<file path="config.mk">
export PLATFORM = sky130hd
export DESIGN_NAME = pipeline_hazard_ctrl
export DESIGN_NICKNAME = d
export VERILOG_FILES = /design/src/rtl/pipeline_hazard_ctrl_pkg.sv /design/src/rtl/pipeline_hazard_ctrl_hazard_detect.sv /design/src/rtl/pipeline_hazard_ctrl.sv
export SDC_FILE = /design/constraint.sdc
export NUM_CORES = 1
export LEC_CHECK = 0
export BUFFER_PORTS_ARGS = -buffer_cell sky130_fd_sc_hd__buf_2
export CORE_MARGIN = 3
export CORE_UTILIZATION = 35
export CTS_BUF_LIST = sky130_fd_sc_hd__clkbuf_2
export CTS_CLUSTER_SIZE = 28
export DETAILED_ROUTE_END_ITERATION = 10
export PLACE_DENSITY_LB_ADDON = 0.12
export SYNTH_ARGS = -nofsm -noshare
export SYNTH_HDL_FRONTEND = slang
export SYNTH_SLANG_ARGS = --single-unit
</file>
<file path="constraint.sdc">
create_clock -name i_clk -period 5.8 [get_ports i_clk]
set_input_delay 0.58 -clock i_clk [delete_from_list [all_inputs] [get_ports i_clk]]
set_output_delay 0.58 -clock i_clk [all_outputs]
set_load 0.005 [all_outputs]
</file>
<file path="src/rtl/pipeline_hazard_ctrl_pkg.sv">
// Shared definitions for the ID-stage hazard sequencer: FSM states, widths and branch opcodes.
package pipeline_hazard_ctrl_pkg;

  localparam int PC_WIDTH     = 32;
  localparam int DWIDTH       = 32;
  localparam int OPCODE_WIDTH = 6;
  localparam int DEF_AWIDTH   = 5;

  localparam logic [OPCODE_WIDTH-1:0] OP_BEQ = 6'h04;
  localparam logic [OPCODE_WIDTH-1:0] OP_BNE = 6'h05;

  typedef enum logic {
    ST_RUN   = 1'b0,
    ST_STALL = 1'b1
  } hz_state_e;

  // Number of stall cycles an ID instruction must wait before it may proceed.
  typedef logic [1:0] need_t;

endpackage

</file>
<file path="src/rtl/pipeline_hazard_ctrl_hazard_detect.sv">
// Combinational RAW hazard detector: how many stall cycles the ID instruction needs.
module hazard_detect
  import pipeline_hazard_ctrl_pkg::*;
#(
  parameter int AWIDTH = DEF_AWIDTH
) (
  input  logic              i_id_valid,
  input  logic              i_id_branch,
  input  logic              i_id_uses_rt,
  input  logic [AWIDTH-1:0] i_id_rs,
  input  logic [AWIDTH-1:0] i_id_rt,
  input  logic              i_ex_regwrite,
  input  logic              i_ex_memread,
  input  logic [AWIDTH-1:0] i_ex_rd,
  input  logic              i_mem_memread,
  input  logic [AWIDTH-1:0] i_mem_rd,
  output need_t             o_need
);

  logic w_ex_match;
  logic w_mem_match;

  always_comb begin
    w_ex_match  = i_id_valid && (i_ex_rd != '0) &&
                  ((i_ex_rd == i_id_rs) || (i_id_uses_rt && (i_ex_rd == i_id_rt)));
    w_mem_match = i_id_valid && (i_mem_rd != '0) &&
                  ((i_mem_rd == i_id_rs) || (i_id_uses_rt && (i_mem_rd == i_id_rt)));
  end

  // Branches compare in ID, so they also wait on ALU results and loads still in MEM.
  always_comb begin
    o_need = 2'd0;
    if (i_id_branch && i_ex_memread && w_ex_match)
      o_need = 2'd2;
    else if (i_id_branch && i_ex_regwrite && w_ex_match)
      o_need = 2'd1;
    else if (i_id_branch && i_mem_memread && w_mem_match)
      o_need = 2'd1;
    else if (!i_id_branch && i_ex_memread && w_ex_match)
      o_need = 2'd1;
  end

endmodule

</file>
<file path="src/rtl/pipeline_hazard_ctrl.sv">
// Pipeline hazard sequencer: stalls PC/IF-ID on RAW hazards, steers taken branches, counts events.
module pipeline_hazard_ctrl
  import pipeline_hazard_ctrl_pkg::*;
#(
  parameter int AWIDTH    = DEF_AWIDTH,
  parameter int CNT_WIDTH = 16
) (
  input  logic                 i_clk,
  input  logic                 i_rst,
  input  logic                 i_hold,
  input  logic                 i_id_valid,
  input  logic                 i_id_branch,
  input  logic                 i_id_uses_rt,
  input  logic [AWIDTH-1:0]    i_id_rs,
  input  logic [AWIDTH-1:0]    i_id_rt,
  input  logic                 i_compare,
  input  logic                 i_ex_regwrite,
  input  logic                 i_ex_memread,
  input  logic [AWIDTH-1:0]    i_ex_rd,
  input  logic                 i_mem_memread,
  input  logic [AWIDTH-1:0]    i_mem_rd,
  output logic                 o_pc_write,
  output logic                 o_if_id_write,
  output logic                 o_id_ex_bubble,
  output logic                 o_if_id_flush,
  output logic                 o_pc_sel,
  output logic [CNT_WIDTH-1:0] o_stall_cnt,
  output logic [CNT_WIDTH-1:0] o_flush_cnt
);

  hz_state_e            r_state;
  logic [1:0]           r_remaining;
  logic [CNT_WIDTH-1:0] r_stall_cnt;
  logic [CNT_WIDTH-1:0] r_flush_cnt;
  need_t                w_need;

  hazard_detect #(.AWIDTH(AWIDTH)) u_hazard_detect (
    .i_id_valid    (i_id_valid),
    .i_id_branch   (i_id_branch),
    .i_id_uses_rt  (i_id_uses_rt),
    .i_id_rs       (i_id_rs),
    .i_id_rt       (i_id_rt),
    .i_ex_regwrite (i_ex_regwrite),
    .i_ex_memread  (i_ex_memread),
    .i_ex_rd       (i_ex_rd),
    .i_mem_memread (i_mem_memread),
    .i_mem_rd      (i_mem_rd),
    .o_need        (w_need)
  );

  // Decode is combinational so stalls and branch redirects take effect in the same cycle;
  // reset is folded in so the async reset values appear immediately.
  always_comb begin
    o_pc_write     = 1'b1;
    o_if_id_write  = 1'b1;
    o_id_ex_bubble = 1'b0;
    o_if_id_flush  = 1'b0;
    o_pc_sel       = 1'b0;
    if (!i_rst) begin
      o_pc_write    = 1'b1;
    end else if (i_hold) begin
      o_pc_write    = 1'b0;
      o_if_id_write = 1'b0;
    end else if ((r_state == ST_STALL) || (w_need != 2'd0)) begin
      o_pc_write     = 1'b0;
      o_if_id_write  = 1'b0;
      o_id_ex_bubble = 1'b1;
    end else if (i_id_valid && i_id_branch && i_compare) begin
      o_pc_sel      = 1'b1;
      o_if_id_flush = 1'b1;
    end
  end

  always_ff @(posedge i_clk or negedge i_rst) begin
    if (!i_rst) begin
      r_state     <= ST_RUN;
      r_remaining <= '0;
      r_stall_cnt <= '0;
      r_flush_cnt <= '0;
    end else if (!i_hold) begin
      case (r_state)
        ST_RUN: begin
          if (w_need == 2'd2) begin
            r_state     <= ST_STALL;
            r_remaining <= 2'd1;
          end
        end
        ST_STALL: begin
          r_remaining <= r_remaining - 2'd1;
          if (r_remaining <= 2'd1)
            r_state <= ST_RUN;
        end
        default: r_state <= ST_RUN;
      endcase
      if (o_id_ex_bubble && (r_stall_cnt != '1))
        r_stall_cnt <= r_stall_cnt + 1'b1;
      if (o_if_id_flush && (r_flush_cnt != '1))
        r_flush_cnt <= r_flush_cnt + 1'b1;
    end
  end

  assign o_stall_cnt = r_stall_cnt;
  assign o_flush_cnt = r_flush_cnt;

endmodule

</file>
== Word-level counts from Yosys, hierarchy flattened ==
Cells that the tools add are included.

* Register bits after elaboration: 35
* Output and inout bits: 37
* Input port bits: 30

* Mux-type cells: 19
* Reductions and logical operators: 28
* $lt $le $gt $ge: 1
* Eq/ne operators: 8
* Bitwise gates (word level): 2
* Add/sub/neg operators: 3

{| class="wikitable"
|+ Operators with widths
! kind !! number
|-
| $add 16x1->16 const B || 2
|-
| $ne 16x16->1 const B || 2
|-
| $eq 5x5->1 || 4
|-
| $logic_and 1x1->1 || 18
|-
| $mux 1 || 13
|-
| $reduce_bool 5->1 || 2
|-
| $mux 2 || 4
|-
| $reduce_and 2->1 || 3
|-
| $pmux 2 s2 || 1
|-
| $logic_or 1x1->1 || 3
|-
| $eq 2x2->1 const B || 1
|-
| $le 2x1->1 const B || 1
|-
| $ne 2x2->1 const B || 1
|-
| $not 1->1 || 2
|-
| $pmux 1 s2 || 1
|-
| $reduce_bool 2->1 || 1
|-
| $sub 2x1->2 const B || 1
|-
| $logic_not 1->1 || 1
|}

== Longest topological paths before layout ==
* Depth after elaboration: 16
* Mapped depth: 8
* Mapped depth without buffers: 7

== Modules after synthesis ==
A second synthesis with hierarchy kept.

* Cells, all modules: 205
* Area, all modules: 2109.5 um2

{| class="wikitable"
|+ Modules (own cells, without submodules)
! module !! instances !! area each (um2) !! sequential area each (um2) !! cells an instance
|-
| pipeline_hazard_ctrl || 1 || 1818.0 || 875.8 || 167
|-
| hazard_detect || 1 || 291.5 || 0.0 || 38
|}

== Least setup slack after synthesis ==
No wires, ideal clock.

* Path kind: in2out
* From: input i_ex_rd[1]
* To: output o_pc_write
* Data required time: 5220 ps
* Buffers on the path: 2
* Setup slack: 3121 ps
* Stages on the path: 7
* Arrival time: 2099 ps
* Path through: or4_1 > o21ai_1 > or2_2 > o221ai_2 > clkbuf_1 > o21ai_0 > buf_4

* Word-level cells in the longest chain between the ends: 14
* Elaborated cells between the ends (all ways): 19
* Classes of those cells: 2 x eq/ne; 7 x mux; 10 x reduce/logical

{| class="wikitable"
|+ RTL lines
! what !! RTL line !! RTL
|-
| start: declaration || pipeline_hazard_ctrl.sv:19 || <nowiki>input logic [AWIDTH-1:0] i_ex_rd,</nowiki>
|-
| $eq 5x5->1 || pipeline_hazard_ctrl_hazard_detect.sv:25 || <nowiki>((i_ex_rd == i_id_rs) || (i_id_uses_rt && (i_ex_rd == i_id_rt)));</nowiki>
|-
| $logic_and 1x1->1 || pipeline_hazard_ctrl_hazard_detect.sv:25 ||
|-
| $logic_or 1x1->1 || pipeline_hazard_ctrl_hazard_detect.sv:25 ||
|-
| $logic_and 1x1->1 * || pipeline_hazard_ctrl_hazard_detect.sv:24 || <nowiki>w_ex_match = i_id_valid && (i_ex_rd != '0) &&</nowiki>
|-
| $logic_and 1x1->1 || pipeline_hazard_ctrl_hazard_detect.sv:39 || <nowiki>else if (!i_id_branch && i_ex_memread && w_ex_match)</nowiki>
|-
| $mux 1 || pipeline_hazard_ctrl_hazard_detect.sv:39 ||
|-
| $mux 2 || pipeline_hazard_ctrl_hazard_detect.sv:37 || <nowiki>else if (i_id_branch && i_mem_memread && w_mem_match)</nowiki>
|-
| $mux 2 || pipeline_hazard_ctrl_hazard_detect.sv:35 || <nowiki>else if (i_id_branch && i_ex_regwrite && w_ex_match)</nowiki>
|-
| $mux 2 * || pipeline_hazard_ctrl_hazard_detect.sv:33 || <nowiki>if (i_id_branch && i_ex_memread && w_ex_match)</nowiki>
|-
| $reduce_bool 2->1 * || pipeline_hazard_ctrl.sv:64 || <nowiki>end else if ((r_state == ST_STALL) || (w_need != 2'd0)) begin</nowiki>
|-
| $logic_or 1x1->1 * || pipeline_hazard_ctrl.sv:64 ||
|-
| $mux 1 * (3 in series) || -- ||
|-
| end: declaration || pipeline_hazard_ctrl.sv:22 || <nowiki>output logic o_pc_write,</nowiki>
|}

Every way passes the cells marked *; elsewhere a longest branch is shown, timed or not.

== Final worst setup path ==
* From: input i_ex_rd[2]
* To: output o_id_ex_bubble

* Word-level cells in the longest chain between the ends: 14
* Elaborated cells between the ends (all ways): 19
* Classes of those cells: 2 x eq/ne; 7 x mux; 10 x reduce/logical

{| class="wikitable"
|+ RTL lines
! what !! RTL line !! RTL
|-
| $eq 5x5->1 || pipeline_hazard_ctrl_hazard_detect.sv:25 ||
|-
| $logic_and 1x1->1 || pipeline_hazard_ctrl_hazard_detect.sv:25 ||
|-
| $logic_or 1x1->1 || pipeline_hazard_ctrl_hazard_detect.sv:25 ||
|-
| $logic_and 1x1->1 * || pipeline_hazard_ctrl_hazard_detect.sv:24 ||
|-
| $logic_and 1x1->1 || pipeline_hazard_ctrl_hazard_detect.sv:39 ||
|-
| $mux 1 || pipeline_hazard_ctrl_hazard_detect.sv:39 ||
|-
| $mux 2 || pipeline_hazard_ctrl_hazard_detect.sv:37 ||
|-
| $mux 2 || pipeline_hazard_ctrl_hazard_detect.sv:35 ||
|-
| $mux 2 * || pipeline_hazard_ctrl_hazard_detect.sv:33 ||
|-
| $reduce_bool 2->1 * || pipeline_hazard_ctrl.sv:64 ||
|-
| $logic_or 1x1->1 * || pipeline_hazard_ctrl.sv:64 ||
|-
| $mux 1 * || pipeline_hazard_ctrl.sv:64 ||
|-
| $mux 1 * || pipeline_hazard_ctrl.sv:61 || <nowiki>end else if (i_hold) begin</nowiki>
|-
| $mux 1 * || pipeline_hazard_ctrl.sv:59 || <nowiki>if (!i_rst) begin</nowiki>
|-
| end: declaration || pipeline_hazard_ctrl.sv:24 || <nowiki>output logic o_id_ex_bubble,</nowiki>
|}

Marked as above.

==> results_dict.tcl <==
set metrics [dict create \
    outcome "completed" \
    ys_dominant_reg_cell "dfrtp_1" \
    seqCellArea_um2 875.8 \
    synth_top_area_share_pct 42.07 \
    syn_area_um2 2082 \
    synth_top_cells_by_area "dfrtp_1, xor2_1, xnor2_1" \
    antenna_found_initial 0 \
    cts_tree "yes" \
    root_buffer "clkbuf_2" \
    post-route-period-util_pct 53.98 \
    start_kind "input port" \
    crit_fanout 19 \
    vias 1769 \
    grt_pass1_wl_um 8376 \
    numCtsBuffers 5 \
    p_per_area_nw_per_um2 202.7 \
    setup_viol 0 \
    worst_pin_slew_ns 0.6619 \
    drive_above_1_share_pct 30.07 \
    syn-num-nets 246 \
    fill_cells 585 \
    yosys.cell_types.count 39 \
    max_slew_margin_pct 55.87 \
    synth_seq_cells 35 \
    grt_pass1_vias 1753 \
    irDropWorstVdd_v 0.00009909 \
    synth_cells 213 \
    die_w_um 83.13 \
    placed_cells 342 \
    first_iter_violations 96 \
    chipHeight_um 83.13 \
    required_ns 5.22 \
    final_max_slew_viol_count 0 \
    post_drt_wl_per_cell_um 14.09 \
    firstDrtPassIters 4 \
    crit_arrival_ns 2.55 \
    finalNonFillerCells 348 \
    skew_ns 0.01116 \
    rows 27 \
    start_util_pct 36.90 \
    hold_buffers 0 \
    io_pins 67 \
    avgSynthCellArea_um2 9.775 \
    avgViaCountPerCell 5.083 \
    coreArea_um2 5642 \
    post_cts_resized 0 \
    hold_viol_final 0 \
    grt_max_degree 38 \
    min_path_type "in -> async" \
    setup_tns_ns 0 \
    cp-end-kind "primary output" \
    gp_congestion 0.8937 \
    drc 0 \
    post-dp-hpwl_um 3680 \
    yosysMostFrequentCell "dfrtp_1" \
    max_cap_viol_count 0 \
    num_antenna_cells 0 \
    reg2reg_slack_ns 3.47 \
    cts_buffer_depth 2 \
    ys_top_cells_by_count "dfrtp_1, xor2_1, nand3_1, xnor2_1" \
    yosysWarnings 0 \
    grt-ovfl-total 0 \
    nNetsFinal 310 \
    die_area_um2 6910 \
    crit_type "in -> out" \
    rsz0062_at_grt "false" \
    port_buffers 66 \
    grt_usage_pct 14.44 \
    clk_pin_slew_ns 0.17 \
    cts.sinks 35 \
    synth-edff-count 0 \
    multi_input_area_um2 1141 \
    fmax_ghz 0.3194 \
    clk_latency_ns 0.36 \
    async_flop_share_pct 100.0 \
    leakage_nw 1.290 \
    cts_htree_levels 2 \
    syn_to_final_growth_pct 19.77 \
    postRouteAntennaNets 0 \
    post_cts_buffers 0 \
    wl_um 4905 \
    yosys.area.top_type "dfrtp_1" \
    layout_min_cycle_time_ns 3.131 \
    ys_seq_area_share_pct 42.07 \
]
## power by group
group | switching, mW | total, mW | internal [mW]
clock network | 0.0767 | 0.104 | 0.0273
logic | 0.0510 | 0.108 | 0.0566
registers | 0.0262 | 0.294 | 0.268
## logic make-up after synthesis
family	synth area share, %
flops	42.07
simple gates	25.72
buf+inv	3.125
xor+xnor	21.03
compound gates	4.988
fa+ha+maj	1.803
mux	1.262
## path summary, 6_finish.rpt
check,to,depth (start not counted),startpoint
setup / recovery,o_id_ex_bubble,8,i_ex_rd[2]
hold / removal,o_flush_cnt[10],2,i_rst
setup reg to reg,o_flush_cnt[1],6,o_flush_cnt[6]
hold reg to reg,o_flush_cnt[13],1,o_flush_cnt[13]
max in group asynchronous,o_flush_cnt[13],2,i_rst
min in group i_clk,o_flush_cnt[13],1,o_flush_cnt[13]
## worst max-delay path, stage by stage
cell and delay, ns:
buf_2 0.12, xor2_1 0.16, nor4_1 0.29, a32oi_1 0.19, o221ai_2 0.57, buf_4 0.36, and2_1 0.16, buf_2 0.11
## per-stage QoR
step | setup slack [ns] | total power, mW | utilization [%] | instance area [um^2] | hold WS (ns)
4_1_cts | 2.664 | 0.5181 | 44.20 | 2494 | 0.2110
2_1_floorplan | 3.121 | 0.3543 | - | 2082 | 0.2844
3_3_place_gp | 2.660 | 0.4075 | 43.67 | 2464 | 0.4759
3_5_place_dp | 2.651 | 0.4080 | 43.67 | 2464 | 0.4725
5_1_grt | 2.411 | 0.5497 | 44.20 | 2494 | 0.2252
6_report | 2.669 | 0.5055 | 44.20 | 2494 | 0.2148
## sequential cells by signal, indices dropped and copies added (netlist names)
signal / count
o_flush_cnt: 16
o_stall_cnt: 16
r_remaining: 2
r_state: 1
## cell usage in the layout (no fill, tap or decap), types with 2 or more instances in the layout
master / netlist / routed
buf_4: 3 / 2
xor2_1: 32 / 32
and2_1: 2 / 2
o21ai_0: 4 / 4
nand2_1: 9 / 9
a32oi_1: 2 / 2
buf_2: 1 / 66
and4_1: 2 / 2
nand4_1: 9 / 9
and3_1: 11 / 11
or4_1: 2 / 2
a21oi_1: 2 / 2
dfrtp_1: 35 / 35
nor4_2: 2 / 2
nor4_1: 2 / 2
nand3_1: 22 / 22
xnor2_1: 18 / 18
clkbuf_2: 0 / 6
ha_1: 3 / 3
nor2_1: 13 / 13
nor3_1: 13 / 13
inv_1: 3 / 3
## per-layer routing
metal  GRT usage (%)  vias up  routed length (um)
met4           3.566        0                  34
met1           19.51      842                2332
li1                -      878                   -
met3           3.671        4                 262
met2           23.10       45                2276
met5               0        -                   0
## cell type report
class,count,area share [%]
clock buffer,6,1.204
inverter,3,0.4516
sequential,35,35.12
timing repair buffer,68,13.85
tap,72,3.613
multi-input combinational,164,45.76
Note: power is estimated with default switching activity, not from simulation.
